## src/rtl/fibonacci_pkg.sv

```systemverilog
// Shared constants for the Fibonacci sequence generator.
// The reset pair (cur, nxt) = (0, 1) also serves as the wrap target.
package fibonacci_pkg;

  localparam int FIB_WIDTH_DEFAULT = 12;
  localparam int FIB_RST_CUR       = 0;
  localparam int FIB_RST_NXT       = 1;

endpackage : fibonacci_pkg

```

## src/rtl/fib_step.sv

```systemverilog
// Combinational step of the Fibonacci generator.
// Adds the current pair, or restarts at (0, 1) once the following term has overflowed.
module fib_step
  import fibonacci_pkg::*;
#(
  parameter int WIDTH = FIB_WIDTH_DEFAULT
) (
  input  logic [WIDTH-1:0] cur,
  input  logic [WIDTH:0]   nxt,
  output logic [WIDTH-1:0] next_cur,
  output logic [WIDTH:0]   next_nxt,
  output logic             wrap
);

  localparam int NW = WIDTH + 1;

  // The extra MSB of nxt marks a term that no longer fits on the output bus.
  assign wrap = nxt[WIDTH];

  // NOTE: every output of an always_comb gets a default first so no path
  // leaves it unassigned, which would otherwise infer a latch.
  always_comb begin
    next_cur = nxt[WIDTH-1:0];
    next_nxt = {1'b0, cur} + nxt;
    if (wrap) begin
      next_cur = WIDTH'(FIB_RST_CUR);
      next_nxt = NW'(FIB_RST_NXT);
    end
  end

endmodule : fib_step

```

## src/rtl/fibonacci_gen.sv

```systemverilog
// Free-running Fibonacci generator: one term per enabled clock, restarting at 0
// when the next term would not fit in WIDTH bits.
module fibonacci_gen
  import fibonacci_pkg::*;
#(
  parameter int WIDTH = FIB_WIDTH_DEFAULT
) (
  input  logic             clk,
  input  logic             rst,
  input  logic             enb,
  output logic [WIDTH-1:0] fibout
);

  localparam int NW = WIDTH + 1;

  logic [WIDTH-1:0] cur;
  logic [WIDTH-1:0] next_cur;
  logic [WIDTH:0]   nxt;
  logic [WIDTH:0]   next_nxt;
  logic             wrap;

  fib_step #(.WIDTH(WIDTH)) u_step (
    .cur      (cur),
    .nxt      (nxt),
    .next_cur (next_cur),
    .next_nxt (next_nxt),
    .wrap     (wrap)
  );

  // NOTE: state registers use non-blocking assignments so every flop samples
  // the pre-edge values of cur and nxt, regardless of statement order.
  always_ff @(posedge clk or negedge rst) begin
    if (!rst) begin
      cur <= WIDTH'(FIB_RST_CUR);
      nxt <= NW'(FIB_RST_NXT);
    end else if (enb) begin
      cur <= next_cur;
      nxt <= next_nxt;
    end
  end

  assign fibout = cur;

  // An enabled step taken while the following term has overflowed must restart at 0.
  a_wrap_to_zero : assert property (
    @(posedge clk) disable iff (!rst) (enb && wrap) |=> (fibout == '0)
  );

endmodule : fibonacci_gen

```

## config.mk

```make
export PLATFORM = sky130hd
export DESIGN_NAME = fibonacci_gen
export DESIGN_NICKNAME = d
export VERILOG_FILES = /design/src/rtl/fibonacci_pkg.sv /design/src/rtl/fib_step.sv /design/src/rtl/fibonacci_gen.sv
export SDC_FILE = /design/constraint.sdc
export NUM_CORES = 1
export LEC_CHECK = 0
export BUFFER_PORTS_ARGS = -buffer_cell sky130_fd_sc_hd__buf_2
export CAP_MARGIN = 40
export CORE_MARGIN = 4
export CORE_UTILIZATION = 47
export DETAILED_ROUTE_END_ITERATION = 8
export HOLD_SLACK_MARGIN = 0.02
export PLACE_DENSITY = 0.64
export SKIP_LAST_GASP = 1
export SYNTH_ARGS = -nofsm -noshare
export SYNTH_HDL_FRONTEND = slang
export SYNTH_SLANG_ARGS = --single-unit
```

## constraint.sdc

```tcl
create_clock -name clk -period 2.4 [get_ports clk]
set_input_delay 0.36 -clock clk [delete_from_list [all_inputs] [get_ports clk]]
set_output_delay 0.36 -clock clk [all_outputs]
set_load 0.02 [all_outputs]
```

==> out/metrics.cfg, run 1 <==
[timing]
setup_viol=0
skew_ns=0.00647
finalCritPeriodShare=0.915
fin_hold_ws_ns=0.0114
slew_headroom=0.553
setup-tns-final_ns=0
fin_crit_ns=2.20
slew_viol_final=0
finalHoldViolations=0
fmax_ghz=0.455
tightest_slew_ns=0.670
grt_setup_unrepaired=false

[power_and_ir_drop]
powerDensity_nw_per_um2=1500
finalPower_w=0.00243
p_leak_nw=0.777
ir_drop_v=0.000670

[critical_path]
critPathKind=reg -> reg
required_ns=2.61
crit_slowest_cell=dfstp_2
reg2reg_depth=8
crit_family=compound AO/OA/AOI/OAI gates
endpoint_kind=flop
crit_arrival_ns=2.41
path_max_fanout=4
r2r_end=nxt[10]
path_cells=ha_1, inv_1, fa_1, nand2b_1, a211oi_1, o21a_1, o21ai_0, a32o_1
start_kind=flop
critPathBufInv=1
r2r_start=nxt[0]
reg2reg_slack_ns=0.20
cp_slowest_stage_delay_ns=0.56

[synth]
synth_async_sr_flop_share=1.00
synth_edf_count=0
synth_nets=176
synth_area_sq_um=1480
syn_area_per_cell_sq_um=9.27
ys_seq_elements=25
synth_ff_type=dfrtp_1
synth_cell_type_count=31
syn_inst=160
seq_area_frac_synth=0.422
yosysWarnings=0

[min_path]
min_path_type=in -> async

[route]
wl_per_cell_um=13.5
viasPerCell=5.33
wirelength_um=2920
drcViolationCount=0
first_pass_iters=4
postRouteAntennaNets=0
vias=1157
drtIter0Drc=55

[floorplan]
pin_count=15
die_width_um=64.2
initial_utilization=0.490
dieArea_sq_um=4120
core_sq_um=3030
rows=20
die_h_um=64.2

[layout]
final_cells=217
multi_input_area_sq_um=774
syn2layout_area_growth_pct=9.28
final_common_cell=dfrtp_1
layout_common_cells=dfrtp_1 (24), inv_1 (16), nand2_1 (15)
regArea_sq_um=627
final_util=0.536
diodes=0
final_nets=190
layout-drive-gt1-share=0.133
fill_cells=302

[grt]
antenna_found_initial=0
grt_max_degree=26
track_usage=0.160
grt_pass1_wl_um=5220
grt_overflow_total=0
grt_pass1_vias=1188

[clocking]
worstSkewPairLatency_ns=0.31
clk_pin_slew_ns=0.14
clk_path_buf_depth=2
cts_hold_buffers=0
cts_htree_levels=1
numCtsBuffers=3
cts_resized=0
clockRootBuffer=clkbuf_4
numClockSinks=25
cts_tree=yes
postCtsSetupBuffers=0

[place]
dp_cells=213
gp_congestion=0.778
hpwl_um=2120
io_buffers=14

[run_status]
outcome=completed

[job]
max_cap_viol_count=0

-- through the flow --
stage / cell area (sq um) / worst slack (ns)
4_1_cts: 1620 / 0.207
3_3_place_gp: 1590 / 0.277
3_5_place_dp: 1590 / 0.232
5_1_grt: 1620 / 0.0697
2_1_floorplan: 1480 / 0.351
6_report: 1620 / 0.204
-- per-layer routing --
layer	vias to the layer above	track usage	wire (um)	part of all wire
met1	541	0.199	1390	0.48
met5	-	0	0	0
met3	6	0.0299	80	0.027
met2	16	0.266	1410	0.48
met4	0	0.0739	42	0.014
li1	594	-	-	-
-- worst max-delay path by stage --
stage                       from       to  depth (start not counted)
after global placement    nxt[0]  nxt[10]                          8
after global routing      nxt[0]  nxt[10]                          8
after floorplan           nxt[0]  nxt[10]                          8
after detailed placement  nxt[0]  nxt[10]                          8
final                     nxt[0]  nxt[10]                          8
after CTS                 nxt[0]  nxt[10]                          8
-- worst reg2reg max path: cells and delay by family (launching register included) --
family,cells,cell delay [ns]
AO/OA/AOI/OAI,4,0.72
adder cells (fa/ha/maj),2,0.55
flip-flops,1,0.56
AND/OR/NAND/NOR,1,0.21
buffers and inverters,1,0.06
-- flip-flops by register name, indices dropped and copies added (netlist names) --
register	count
nxt	13
fibout	12
-- synth_stat cells (4+ instances only) --
| library cell | n | area [sq um] |
|---|---|---|
| xnor2_1 | 4 | 35.0 |
| nand3b_1 | 4 | 30.0 |
| nand2b_1 | 4 | 25.0 |
| nand2_1 | 15 | 56.3 |
| a21o_1 | 4 | 30.0 |
| o21ai_0 | 10 | 50.1 |
| nand3_1 | 4 | 20.0 |
| ha_1 | 12 | 150 |
| clkbuf_1 | 6 | 22.5 |
| nor2_1 | 8 | 30.0 |
| o31ai_1 | 8 | 60.1 |
| inv_1 | 16 | 60.1 |
| a21oi_1 | 10 | 50.1 |
| dfrtp_1 | 24 | 601 |
| o22ai_1 | 5 | 31.3 |
-- power breakdown --
part           total [W]  internal (W)  leakage [nW]  switching (W)
registers       0.000785      0.000624         0.315       0.000162
clock network   0.000186     0.0000622        0.0177       0.000123
logic            0.00145      0.000624         0.444       0.000830
total            0.00243       0.00131         0.777        0.00112
-- cell families after synthesis --
logic type	Yosys count	share of synthesized area
XOR/XNOR	7	0.0413
buffers and inverters	22	0.0556
AND/OR/NAND/NOR	43	0.142
flip-flops	25	0.422
adder cells (fa/ha/maj)	13	0.115
AO/OA/AOI/OAI	50	0.223
-- final cells by class --
class	instances	area share
clock buffers	3	0.0139
flip-flops and latches	25	0.387
clock inverters	1	0.00309
inverters	16	0.0370
well taps	44	0.0340
repair buffers	15	0.0478
multi-input cells	113	0.478
Note: power is estimated with default switching activity, not from simulation.
==> run 2: changes to the inputs <==
--- a/config.mk
+++ b/config.mk
@@ -12,6 +12,7 @@
 export DETAILED_ROUTE_END_ITERATION = 8
 export HOLD_SLACK_MARGIN = 0.02
 export PLACE_DENSITY = 0.64
+export RECOVER_POWER = 50
 export SKIP_LAST_GASP = 1
 export SYNTH_ARGS = -nofsm -noshare
 export SYNTH_HDL_FRONTEND = slang
==> run 2 against run 1 <==
Setup slack got worse by 0.014 ns. Critical endpoint unchanged. Utilization decreased by 0.083 points. Clock skew about the same. Power decreased by 0.12%. Fmax decreased by 0.62%. Global-route usage unchanged. Wire length decreased by 0.14%. Sequential share of layout area increased by 0.060 points.
==> out/metrics.cfg, run 2 (synthesis results as in run 1) <==
[grt]
grt_pass1_vias=1188
antenna_found_initial=0
grt_max_degree=26
grt_pass1_wl_um=5220
grt_overflow_total=0
track_usage=0.160

[clocking]
cts_resized=0
worstSkewPairLatency_ns=0.31
cts_hold_buffers=0
cts_tree=yes
numClockSinks=25
numCtsBuffers=3
clk_path_buf_depth=2
cts_htree_levels=1
clk_pin_slew_ns=0.14
postCtsSetupBuffers=0
clockRootBuffer=clkbuf_4

[floorplan]
die_width_um=64.2
die_h_um=64.2
dieArea_sq_um=4120
initial_utilization=0.490
core_sq_um=3030
pin_count=15
rows=20

[critical_path]
crit_arrival_ns=2.42
required_ns=2.61
cp_slowest_stage_delay_ns=0.56
critPathBufInv=1
start_kind=flop
path_max_fanout=4
endpoint_kind=flop
crit_slowest_cell=dfstp_1
critPathKind=reg -> reg
crit_family=compound AO/OA/AOI/OAI gates
path_cells=ha_1, inv_1, fa_1, nand2b_1, a211oi_1, o21a_1, o21ai_0, a32o_1

[timing]
skew_ns=0.00651
worst_slack_ns=0.191
slew_viol_final=0
finalCritPeriodShare=0.921
fin_crit_ns=2.21
fin_hold_ws_ns=0.313
tightest_slew_ns=1.35
fmax_ghz=0.453
finalHoldViolations=0
setup_viol=0
setup-tns-final_ns=0
slew_headroom=0.102
grt_setup_unrepaired=false

[power_and_ir_drop]
p_clk_frac=0.077
powerDensity_nw_per_um2=1500
swShare=0.460
switchingPower_w=0.00112
comb_power_share=0.600
p_leak_nw=0.771
seqPwrFrac=0.323
ir_drop_v=0.000670
internal_power_w=0.00131

[place]
gp_congestion=0.778
dp_cells=213
preCtsSetupSlack_ns=0.232
hpwl_um=2120
io_buffers=14

[run_status]
outcome=completed

[layout]
layout_common_cells=dfrtp_1 (24), inv_1 (16), nand2_1 (15)
final_common_cell=dfrtp_1
diodes=0
final_nets=190
syn2layout_area_growth_pct=9.11
top_register=nxt
layout-drive-gt1-share=0.116
largest_reg_flops=13
final_cells=217

[route]
drcViolationCount=0
postRouteAntennaNets=0
first_pass_iters=4
viasPerCell=5.33
wl_per_cell_um=13.4
wirelength_um=2920
vias=1157
drtIter0Drc=53

[min_path]
min_path_type=in -> async

[job]
max_cap_viol_count=0

## run 2: path summary, 6_finish.rpt
kind | depth (start not counted) | endpoint | slack (ns) | from
worst max-delay path | 8 | nxt[10] | 0.19 | nxt[0]
worst min-delay path | 1 | fibout[4] | 0.31 | rst
worst max register to register | 8 | nxt[10] | 0.19 | nxt[0]
worst min register to register | 2 | fibout[11] | 0.53 | fibout[11]
max in group asynchronous | 1 | nxt[7] | 1.30 | rst
min in group clk | 2 | fibout[11] | 0.53 | fibout[11]
## run 2: layout make-up
| class | instances | area (sq um) |
|---|---|---|
| Clock buffer | 3 | 22.5 |
| Clock inverter | 1 | 5.00 |
| Fill cell | 303 | 1410 |
| Multi-Input combinational cell | 113 | 774 |
| Timing Repair Buffer | 15 | 75.1 |
| Sequential cell | 25 | 627 |
| Inverter | 16 | 60.1 |
| Tap cell | 44 | 55.1 |
## run 2: through the flow
step	cell area (sq um)	total power, W	util
finish	1620	0.00242	0.535
CTS	1620	0.00245	0.536
detailed placement	1590	0.00225	0.526
global placement	1590	0.00223	0.526
floorplan	1480	0.00191	-
global route	1620	0.00269	0.535
## run 2: power groups by stage
stage / clock network, W / logic, W / registers [W]
detailed placement: 0 / 0.00145 / 0.000799
finish: 0.000186 / 0.00145 / 0.000783
global placement: 0 / 0.00144 / 0.000787
global route: 0.000230 / 0.00165 / 0.000811
floorplan: 0 / 0.00105 / 0.000858
CTS: 0.000198 / 0.00147 / 0.000790
## run 2: metal layers
layer  vias up  wire length, um  track usage  part of all wire
li1        594                -            -                 -
met1       541             1390        0.199              0.48
met2        16             1410        0.266              0.48
met3         6               78       0.0299             0.027
met4         0               42       0.0739             0.014
met5         -                0            0                 0
